**config.mk**
```make
export PLATFORM = sky130hd
export DESIGN_NAME = ftoi_wb_buffer_flat
export DESIGN_NICKNAME = d
export VERILOG_FILES = /design/src/rtl/ftoi_wb_buffer_if.sv /design/src/rtl/ftoi_wb_buffer.sv /design/src/flat_wrapper.sv
export SDC_FILE = /design/constraint.sdc
export NUM_CORES = 1
export LEC_CHECK = 0
export ABC_AREA = 1
export BUFFER_PORTS_ARGS = -buffer_cell sky130_fd_sc_hd__buf_4
export CAP_MARGIN = 0
export CORE_ASPECT_RATIO = 1.5
export CORE_MARGIN = 8
export CORE_UTILIZATION = 35
export CTS_CLUSTER_SIZE = 28
export DETAILED_ROUTE_END_ITERATION = 10
export GPL_TIMING_DRIVEN = 0
export HOLD_SLACK_MARGIN = 0.03
export PLACE_DENSITY = 0.68
export SYNTH_ARGS = -nofsm -noshare
export SYNTH_HDL_FRONTEND = slang
export SYNTH_SLANG_ARGS = --single-unit
export TNS_END_PERCENT = 100
```
**constraint.sdc**
```tcl
create_clock -name clk -period 6.5 [get_ports clk]
set_clock_uncertainty 0.15 [all_clocks]
set_input_delay 0.325 -clock clk [delete_from_list [all_inputs] [get_ports clk]]
set_output_delay 0.325 -clock clk [all_outputs]
set_load 0.005 [all_outputs]
```
**src/rtl/ftoi_wb_buffer_if.sv**
```systemverilog
// Handshake bundle between the float->int converter, the writeback buffer and
// the register-file writeback port.
interface ftoi_wb_buffer_if #(
    parameter int TAG_W = 5
);
    logic             in_valid;
    logic             in_ready;
    logic [31:0]      in_d;
    logic [TAG_W-1:0] in_tag;
    logic             in_inf;
    logic             in_zero;
    logic             in_guard;
    logic             in_round;
    logic             in_sticky;
    logic             in_src_nz;
    logic             out_valid;
    logic             out_ready;
    logic [31:0]      out_data;
    logic [TAG_W-1:0] out_tag;
    logic             out_nx;
    logic             out_nv;

    modport master (
        output in_valid, in_d, in_tag, in_inf, in_zero, in_guard, in_round,
               in_sticky, in_src_nz, out_ready,
        input  in_ready, out_valid, out_data, out_tag, out_nx, out_nv
    );

    modport slave (
        input  in_valid, in_d, in_tag, in_inf, in_zero, in_guard, in_round,
               in_sticky, in_src_nz, out_ready,
        output in_ready, out_valid, out_data, out_tag, out_nx, out_nv
    );
endinterface

```
**src/rtl/ftoi_wb_buffer.sv**
```systemverilog
// Writeback FIFO behind the float->int converter: queues result/tag/flags until
// the register file accepts them, and accumulates sticky {NV,NX} for the FCSR.
module ftoi_wb_buffer #(
    parameter int DEPTH = 2,
    parameter int TAG_W = 5
) (
    input  logic            clk,
    input  logic            rstn,
    ftoi_wb_buffer_if.slave wb,
    output logic [1:0]      fflags,
    input  logic            fflags_clr
);
    localparam int DATA_W = 32;
    localparam int PTR_W  = (DEPTH > 1) ? $clog2(DEPTH) : 1;
    localparam int CNT_W  = $clog2(DEPTH + 1);
    localparam logic [CNT_W-1:0] FULL_CNT = CNT_W'(DEPTH);

    function automatic logic calc_nv(input logic inf);
        return inf;
    endfunction

    // A forced-zero result is inexact only if the source was nonzero; otherwise
    // any discarded bit makes it inexact. Saturated results report NV, never NX.
    function automatic logic calc_nx(input logic inf, input logic zero,
                                     input logic src_nz, input logic guard,
                                     input logic rnd, input logic sticky);
        return ~inf & (zero ? src_nz : (guard | rnd | sticky));
    endfunction

    logic [PTR_W-1:0]  wr_ptr;
    logic [PTR_W-1:0]  rd_ptr;
    logic [CNT_W-1:0]  count;
    logic [DATA_W-1:0] mem_d   [DEPTH];
    logic [TAG_W-1:0]  mem_tag [DEPTH];
    logic [DEPTH-1:0]  mem_nv;
    logic [DEPTH-1:0]  mem_nx;

    logic not_full;
    logic not_empty;
    logic vld_p0;
    logic pop;
    logic nv_p0;
    logic nx_p0;

    // Stage p0: accept decision and per-entry flags at the converter boundary
    assign not_full  = (count != FULL_CNT);
    assign not_empty = (count != '0);
    assign vld_p0    = wb.in_valid & not_full;
    assign pop       = not_empty & wb.out_ready;
    assign nv_p0     = calc_nv(wb.in_inf);
    assign nx_p0     = calc_nx(wb.in_inf, wb.in_zero, wb.in_src_nz,
                               wb.in_guard, wb.in_round, wb.in_sticky);

    always_ff @(posedge clk) begin
        if (vld_p0) begin
            mem_d[wr_ptr]   <= wb.in_d;
            mem_tag[wr_ptr] <= wb.in_tag;
            mem_nv[wr_ptr]  <= nv_p0;
            mem_nx[wr_ptr]  <= nx_p0;
        end
    end

    always_ff @(posedge clk or negedge rstn) begin
        if (!rstn) begin
            wr_ptr <= '0;
            rd_ptr <= '0;
            count  <= '0;
            fflags <= 2'b00;
        end else begin
            if (vld_p0) wr_ptr <= wr_ptr + 1'b1;
            if (pop)    rd_ptr <= rd_ptr + 1'b1;
            case ({vld_p0, pop})
                2'b10:   count <= count + 1'b1;
                2'b01:   count <= count - 1'b1;
                default: count <= count;
            endcase
            // A push in the same cycle as a clear still leaves its flags set
            fflags <= (fflags_clr ? 2'b00 : fflags) | (vld_p0 ? {nv_p0, nx_p0} : 2'b00);
        end
    end

    // Stage p1: registered head, masked so stale entries never leak out
    assign wb.in_ready  = not_full;
    assign wb.out_valid = not_empty;
    assign wb.out_data  = not_empty ? mem_d[rd_ptr]   : '0;
    assign wb.out_tag   = not_empty ? mem_tag[rd_ptr] : '0;
    assign wb.out_nv    = not_empty & mem_nv[rd_ptr];
    assign wb.out_nx    = not_empty & mem_nx[rd_ptr];
endmodule

```
**src/flat_wrapper.sv**
```systemverilog
// flat-port wrapper written by rule: the top's interface ports become plain ports
module ftoi_wb_buffer_flat 
#(
    parameter int DEPTH = 2,
    parameter int TAG_W = 5
)
  (clk, rstn, fflags, fflags_clr, wb_in_valid, wb_in_d, wb_in_tag, wb_in_inf, wb_in_zero, wb_in_guard, wb_in_round, wb_in_sticky, wb_in_src_nz, wb_out_ready, wb_in_ready, wb_out_valid, wb_out_data, wb_out_tag, wb_out_nx, wb_out_nv);
  ftoi_wb_buffer_if #(.TAG_W(TAG_W)) wb_i ();
  input  logic clk;
  input  logic rstn;
  output logic [1:0] fflags;
  input  logic fflags_clr;
  input wire logic [$bits(wb_i.in_valid)-1:0] wb_in_valid;
  input wire logic [$bits(wb_i.in_d)-1:0] wb_in_d;
  input wire logic [$bits(wb_i.in_tag)-1:0] wb_in_tag;
  input wire logic [$bits(wb_i.in_inf)-1:0] wb_in_inf;
  input wire logic [$bits(wb_i.in_zero)-1:0] wb_in_zero;
  input wire logic [$bits(wb_i.in_guard)-1:0] wb_in_guard;
  input wire logic [$bits(wb_i.in_round)-1:0] wb_in_round;
  input wire logic [$bits(wb_i.in_sticky)-1:0] wb_in_sticky;
  input wire logic [$bits(wb_i.in_src_nz)-1:0] wb_in_src_nz;
  input wire logic [$bits(wb_i.out_ready)-1:0] wb_out_ready;
  output wire logic [$bits(wb_i.in_ready)-1:0] wb_in_ready;
  output wire logic [$bits(wb_i.out_valid)-1:0] wb_out_valid;
  output wire logic [$bits(wb_i.out_data)-1:0] wb_out_data;
  output wire logic [$bits(wb_i.out_tag)-1:0] wb_out_tag;
  output wire logic [$bits(wb_i.out_nx)-1:0] wb_out_nx;
  output wire logic [$bits(wb_i.out_nv)-1:0] wb_out_nv;
  assign wb_i.in_valid = wb_in_valid;
  assign wb_i.in_d = wb_in_d;
  assign wb_i.in_tag = wb_in_tag;
  assign wb_i.in_inf = wb_in_inf;
  assign wb_i.in_zero = wb_in_zero;
  assign wb_i.in_guard = wb_in_guard;
  assign wb_i.in_round = wb_in_round;
  assign wb_i.in_sticky = wb_in_sticky;
  assign wb_i.in_src_nz = wb_in_src_nz;
  assign wb_i.out_ready = wb_out_ready;
  assign wb_in_ready = wb_i.in_ready;
  assign wb_out_valid = wb_i.out_valid;
  assign wb_out_data = wb_i.out_data;
  assign wb_out_tag = wb_i.out_tag;
  assign wb_out_nx = wb_i.out_nx;
  assign wb_out_nv = wb_i.out_nv;
  ftoi_wb_buffer #(.DEPTH(DEPTH), .TAG_W(TAG_W)) u_core (.clk(clk), .rstn(rstn), .wb(wb_i), .fflags(fflags), .fflags_clr(fflags_clr));
endmodule
```
==> metrics.md, run 1 <==
| Metric | Value |
|---|---|
| # rows | `43` |
| Layout Cells excl Fill | `505` |
| Grt total ovfl | `0` |
| Nets@finish | `around 440` |
| Status | `completed` |
| Number of detailed-route iterations in the first pass | `4` |
| # DRC | `0` |
| Register area share after synthesis | `roughly 76%` |
| Max rail drop VDD | `0.234 mV` |
| Finished Cell Area | `~4700 um2` |
| Antenna Violating Nets Remaining | `0` |
| Number of global-route vias before repair | `2,389` |
| Inserted Clock Buffers | `9` |
| M1 GR Usage | `12.5%` |
| Num Clock Sinks | `84` |
| Die width | `~95 um` |
| Die ar. | `between 10,000 and 15,000 um2` |
| Total negative slack | `0 ps` |
| Area post-placement | `~4200 um2` |
| Period utilization | `between 30% and 40%` |
| Largest net degree at the start of global routing | `22` |
| Post-layout util | `approximately half` |
| Fmax | `around 500 MHz` |
| GR Util met2 | `about a fifth` |
| CP Capture Type | `primary output` |
| Post-DP HPWL | `about 5.2 mm` |
| Flop-to-flop setup slack | `~4600 ps` |
| Number of max-slew violations in the final report | `0` |
| CTS Buffer Depth | `2` |
| Total global-route track usage | `between 10% and 20%` |
| Hold Crit Class | `in2reg` |
| Rel. slew slack | `approximately 56%` |
| Clk Latency, worst-skew pair | `320 ps` |
| CP Launch Type | `register` |
| Gpl congestion | `approximately 0.69` |
| Vias/cell | `~4.5` |
| First-pass GRT wire length | `roughly 11 mm` |
| Max Cap Viol | `0` |
| Placed instance count | `457` |
| I/O Buffers | `90` |
| Final Power | `roughly 2 mW` |
| Synth unique cells | `20` |
| Register bit count reported by yosys | `84` |
| Clock period minus worst slack | `between 2000 and 2500 ps` |
| Final WL | `roughly 7.3 mm` |
| Synth-to-layout area growth | `44.7%` |
| Final Hold Vio Count | `0` |
| # setup viols final | `0` |
| WL/cell | `between 10 and 15 um` |
| Avg Cell Area, Syn | `about 13 um2` |
| Yosys warning total | `0` |
| Worst path required time | `6020 ps` |
| Resized cells post-CTS | `0` |
| Die height | `134 um` |
| Crit path max fanout | `10` |
| I/O pin total | `just over 90` |
| M3 GR Usage | `roughly 3.6%` |
| Layout cells sized above 1 | `~34%` |
| Synthesized net count | `slightly above 300` |
| WS Path Type | `reg2out` |
| Leak | `a little under 2 nW` |
| DRT iter0 DRCs | `between 100 and 150` |
| Post CTS Setup Buffer Count | `0` |
| Reg clk slew, reported paths | `60 ps` |
| Root Buffer | `clkbuf_16` |
| Global routing's busiest layer | `met2` |
| CTS tree | `built` |
| Initial Util | `35.6%` |
| RSZ-0062 raised after global routing | `no` |
| Vias | `2,286` |
| Initial antenna violation count | `0` |
| # diodes | `0` |
| Core area | `around 9000 um2` |
| Power density cells | `~430 nW/um2` |
| Worst Tran Pin Value | `around 660 ps` |
| Cells after synthesis | `between 200 and 300` |
| Crit path DAT | `roughly 1500 ps` |
| H-tree level count | `3` |
| Worst R2R Path Depth | `5` |
| Worst hold stages | `1` |
| Cell area after synthesis | `about 3300 um2` |
-- worst max-delay path, stage by stage, from the launching register on --
cell	delay [ps]
dfrtp_1	420
nor2_2	240
buf_2	310
a21oi_1	90
buf_4	150
-- layout make-up --
| class | count | area, um2 |
|---|---|---|
| inverters | 11 | 42.5 |
| plain buffers | 13 | 87.6 |
| repair buffers | 124 | 1050 |
| fillers | 823 | 4460 |
| clock inverters | 5 | 28.8 |
| clock buffers | 11 | 233 |
| flip-flops and latches | 84 | 2490 |
| well taps | 112 | 140 |
| multi-input cells | 145 | 664 |
-- worst paths after layout --
check | start | end
worst max-delay path | u_core.count[1]$_DFFE_PN0P_ | wb_out_tag[3]
worst min register to register | u_core.fflags[0]$_DFF_PN0_ | u_core.fflags[0]$_DFF_PN0_
worst min-delay path | wb_in_tag[3] | u_core.mem_tag[0][3]$_DFFE_PP_
min in group asynchronous | rstn | u_core.rd_ptr$_DFFE_PN0P_
max in group asynchronous | rstn | u_core.wr_ptr$_DFFE_PN0N_
worst max register to register | u_core.count[0]$_DFFE_PN0P_ | u_core.mem_d[0][16]$_DFFE_PP_
-- synth_stat cells --
| library cell | count | area [um2] |
|---|---|---|
| inv_2 | 3 | 11.3 |
| a21oi_1 | 35 | 175 |
| nor2_1 | 5 | 18.8 |
| inv_1 | 7 | 26.3 |
| nand3_1 | 2 | 10.0 |
| buf_8 | 1 | 15.0 |
| a21oi_2 | 5 | 43.8 |
| clkinv_2 | 1 | 5.00 |
| ha_1 | 1 | 12.5 |
| buf_2 | 10 | 50.1 |
| edfxtp_1 | 78 | 2340 |
| buf_6 | 2 | 22.5 |
| xor2_1 | 1 | 8.76 |
| and2_1 | 1 | 6.26 |
| nor2_2 | 3 | 18.8 |
| dfrtp_1 | 6 | 150 |
| nand2_1 | 88 | 330 |
| nand2_2 | 2 | 12.5 |
| xnor2_1 | 1 | 8.76 |
| nand4_1 | 1 | 6.26 |
-- routing by layer --
metal	part of all wire, %	routed length, um	vias up
met2	54	3940	60
met3	5.4	397	10
li1	-	-	1138
met5	0	0	-
met4	2.1	157	0
met1	39	2850	1078
-- power by group --
group	switching, mW	total, mW	internal [mW]
clock	0.182	0.438	0.256
combinational	0.435	0.815	0.380
sequential	0.0386	0.777	0.738
total	0.656	2.03	1.37
-- state kept, by name, summed over array words and instances (netlist names) --
| name | count |
|---|---|
| u_core.count | 2 |
| u_core.fflags | 2 |
| u_core.mem_d | 64 |
| u_core.mem_nv | 2 |
| u_core.mem_nx | 2 |
| u_core.mem_tag | 10 |
| u_core.rd_ptr | 1 |
| u_core.wr_ptr | 1 |
-- placed cells by master (no fill, tap or decap), drive strengths merged --
cell         instances
dfrtp                6
dlygate4sd3         32
nand2               90
nor2                 8
inv                 10
clkinvlp             2
and2                 1
nand3                2
edfxtp              78
ha                   1
xor2                 1
nand4                1
xnor2                1
clkinv               4
buf                105
clkbuf              11
a21oi               40
-- cells by family (layout without fill, tap and decap cells) --
kind of cell,after synthesis,in the layout,share of synthesized area (%)
DFF,84,84,76.1
xor gates and xnor gates,2,2,0.535
adders and majority gates,1,1,0.382
AOI/OAI and AO/OA,40,40,6.69
and+or+nand+nor,102,102,12.3
buffers and inverters,24,164,3.97
-- through the flow --
step,hold WS [ps],setup slack (ps)
floorplan,-121,3660
global placement,-12.8,2710
detailed placement,-11.9,4570
CTS,30.6,4470
global route,30.2,4370
finish,42.5,4480
-- repair_timing --
| item | CTS | global route |
|---|---|---|
| hold buffers | 30 | 2 |
| endpoints found under the hold margin | 62 | 3 |
| setup endpoints to repair | 0 | 0 |
No activity file was read; power rests on OpenSTA's default activity.
==> run 2: changes to the inputs <==
- PLACE_DENSITY: 0.68 -> 0.7
- clock period: 6.5 -> 1.7 ns (I/O delays scaled with it)
==> run 2 against run 1 <==
Sequential power grew to 3.9 times the previous value. Final cell count grew 4.8%. Worst hold slack gained 94 ps. Routed wire length up 11%. Design area grew 5.8%. Critical path type unchanged. Largest cell class unchanged. Highest routed layer unchanged.
==> metrics.md, run 2 (synthesized netlist as in run 1, its figures left out) <==
| Metric | Value |
|---|---|
| Vias/cell | `4.55 (was 4.53)` |
| Die height | `134 um (unchanged)` |
| Num Clock Sinks | `84 (unchanged)` |
| Commonest non-fill, non-tap cell in the layout | `buf_4 (unchanged)` |
| Worst Tran Pin Value | `407 ps (was 665 ps)` |
| Period utilization | `between 90% and 100%` |
| CTS Buffer Depth | `2 (unchanged)` |
| Die width | `95.0 um (unchanged)` |
| Post-layout util | `54.5% (was 51.5%)` |
| Critical path origin | `u_core.count[1]$_DFFE_PN0P_ (unchanged)` |
| Core area | `9200 um2 (unchanged)` |
| Max rail drop VDD | `0.879 mV (was 0.234 mV)` |
| HP Start | `wb_in_src_nz (was wb_in_tag[3])` |
| Number of detailed-route iterations in the first pass | `4 (unchanged)` |
| Hold Crit Class | `in2reg (unchanged)` |
| # setup viols final | `0 (unchanged)` |
| Final WL | `8.14 mm (was 7.35 mm)` |
| RR Endpoint | `u_core.fflags[1]$_DFF_PN0_ (was u_core.mem_d[0][16]$_DFFE_PP_)` |
| Vias | `2,406 (was 2,286)` |
| # fillers | `782 (was 823)` |
| Reg-to-reg startpoint | `u_core.count[0]$_DFFE_PN0P_ (unchanged)` |
| Number of max-slew violations in the final report | `0 (unchanged)` |
| Final Hold Vio Count | `0 (unchanged)` |
| Place WS | `-486 ps (was 4570 ps)` |
| I/O pin total | `91 (unchanged)` |
| WHS Endpoint | `u_core.mem_nx[0]$_DFFE_PP_ (was u_core.mem_tag[0][3]$_DFFE_PP_)` |
| Most frequent cells in the layout | `buf_4 (93), nand2_1 (88), edfxtp_1 (78), dlygate4sd3_1 (49), a21oi_1 (34) (was buf_4 (90), nand2_1 (88), edfxtp_1 (78), a21oi_1 (35), dlygate4sd3_1 (32))` |
| Register area | `2500 um2 (was 2490 um2)` |
| Post-DP HPWL | `4.96 mm (was 5.18 mm)` |
| Biggest regs | `u_core.mem_d: 64 flops, u_core.mem_tag: 10 flops (unchanged)` |
| Max Cap Viol | `0 (unchanged)` |
| Crit path max fanout | `10 (unchanged)` |
| Post-route setup slack | `19.6 ps (was 4480 ps)` |
| # diodes | `0 (unchanged)` |
| Clk Latency, worst-skew pair | `320 ps (about the same)` |
| # DRC | `0 (unchanged)` |
| Reg clk slew, reported paths | `60 ps (about the same)` |
| Worst path required time | `1460 ps (was 6020 ps)` |
| Largest net degree at the start of global routing | `21 (was 22)` |
| Flop-to-flop setup slack | `40 ps (was 4570 ps)` |
| Status | `completed (unchanged)` |
| Die ar. | `12,800 um2 (unchanged)` |
| Leak | `2.04 nW (was 1.94 nW)` |
| DRT iter0 DRCs | `63 (was 110)` |
| Total global-route track usage | `12.8% (was 11.7%)` |
| Footprint of the multi-input gates | `748 um2 (was 664 um2)` |
| Inserted Clock Buffers | `9 (unchanged)` |
| CP Launch Type | `register (unchanged)` |
| First-pass GRT wire length | `12.4 mm (was 11.4 mm)` |
| CP Capture Type | `primary output (unchanged)` |
| Max reg flops | `64 (unchanged)` |
| Register bank with the most flops | `u_core.mem_d (unchanged)` |
| Initial Util | `35.6% (unchanged)` |
| Root Buffer | `clkbuf_16 (unchanged)` |
| Grt total ovfl | `0 (unchanged)` |
| Initial antenna violation count | `0 (unchanged)` |
| Number of global-route vias before repair | `2,617 (was 2,389)` |
| Antenna Violating Nets Remaining | `0 (unchanged)` |
| RSZ-0062 raised after global routing | `yes (was no)` |
| CTS tree | `built (unchanged)` |
| Layout cells sized above 1 | `34.8% (was 33.8%)` |
| I/O Buffers | `90 (unchanged)` |
| Worst R2R Path Depth | `7 (was 5)` |
| Crit path DAT | `1450 ps (was 1540 ps)` |
| Rel. slew slack | `72.8% (was 55.6%)` |
| H-tree level count | `3 (unchanged)` |
| WS Path Type | `reg2out (unchanged)` |
| # rows | `43 (unchanged)` |
| Clock period minus worst slack | `around 1700 ps` |
| Nets@finish | `461 (was 437)` |
| Synth-to-layout area growth | `53.2% (was 44.7%)` |
| Worst hold stages | `4 (was 1)` |
| Fmax | `595 MHz` |
| Power density cells | `1600 nW/um2 (was 428 nW/um2)` |
| Gpl congestion | `0.665 (was 0.688)` |
| WL/cell | `15.4 um (was 14.5 um)` |
run 2: worst max path at each step:
stage	endpoint	depth (start not counted)
global route	wb_out_data[14]	6
floorplan	u_core.mem_d[1][0]$_DFFE_PP_	4
detailed placement	u_core.mem_d[1][30]$_DFFE_PP_	4
global placement	u_core.mem_d[1][23]$_DFFE_PP_	4
CTS	wb_out_data[27]	4
finish	wb_out_data[14]	4
run 2: stage by stage:
| step | instance area (um2) | instances | TNS, ps | power [mW] | hold slack, ps |
|---|---|---|---|---|---|
| after floorplan | 3300 | 253 | -5140 | 4.53 | -361 |
| after global placement | 4110 | 455 | -31460 | 6.01 | -250 |
| after detailed placement | 4110 | 455 | -35190 | 6.07 | -248 |
| after CTS | 4930 | 523 | -6510 | 7.97 | 101 |
| after global routing | 5010 | 529 | -1340 | 8.57 | 146 |
| final | 5010 | 529 | 0 | 8.03 | 136 |
run 2: cell type report:
type / count / share of cell area [%]
Sequential cell: 84 / 49.8
Timing Repair Buffer: 144 / 24.6
Multi-Input combinational cell: 150 / 14.9
Clock buffer: 10 / 4.57
Tap cell: 112 / 2.79
Buffer: 12 / 1.90
Inverter: 11 / 0.848
Clock inverter: 6 / 0.624
run 2: critical path, stage by stage, from the launching register on:
cell and delay [ps]:
dfrtp_2 450, nor2_4 200, clkbuf_4 250, a21oi_1 70, buf_4 140
run 2: repair_timing:
item | 4_1_cts | 5_1_grt
resized for setup | 6 | 15
setup endpoints to repair | 119 | 104
hold endpoints to repair | 88 | 1
gates cloned | 2 | 3
hold buffers | 49 | 1
pin swaps | 4 | 3
setup buffers | 2 | 3
run 2: per-layer routing:
layer	routed length (um)	share of wire, %	GRT usage (%)
met5	0	0	0
met3	399	4.9	3.72
met2	4640	57	24.5
met4	78	0.96	3.75
met1	3020	37	12.5
run 2: where the power goes:
group          switching [mW]  total [mW]  internal, mW
Sequential              0.179        3.01          2.83
Combinational            1.79        3.36          1.57
Clock                   0.689        1.66         0.971
Total                    2.66        8.03          5.37
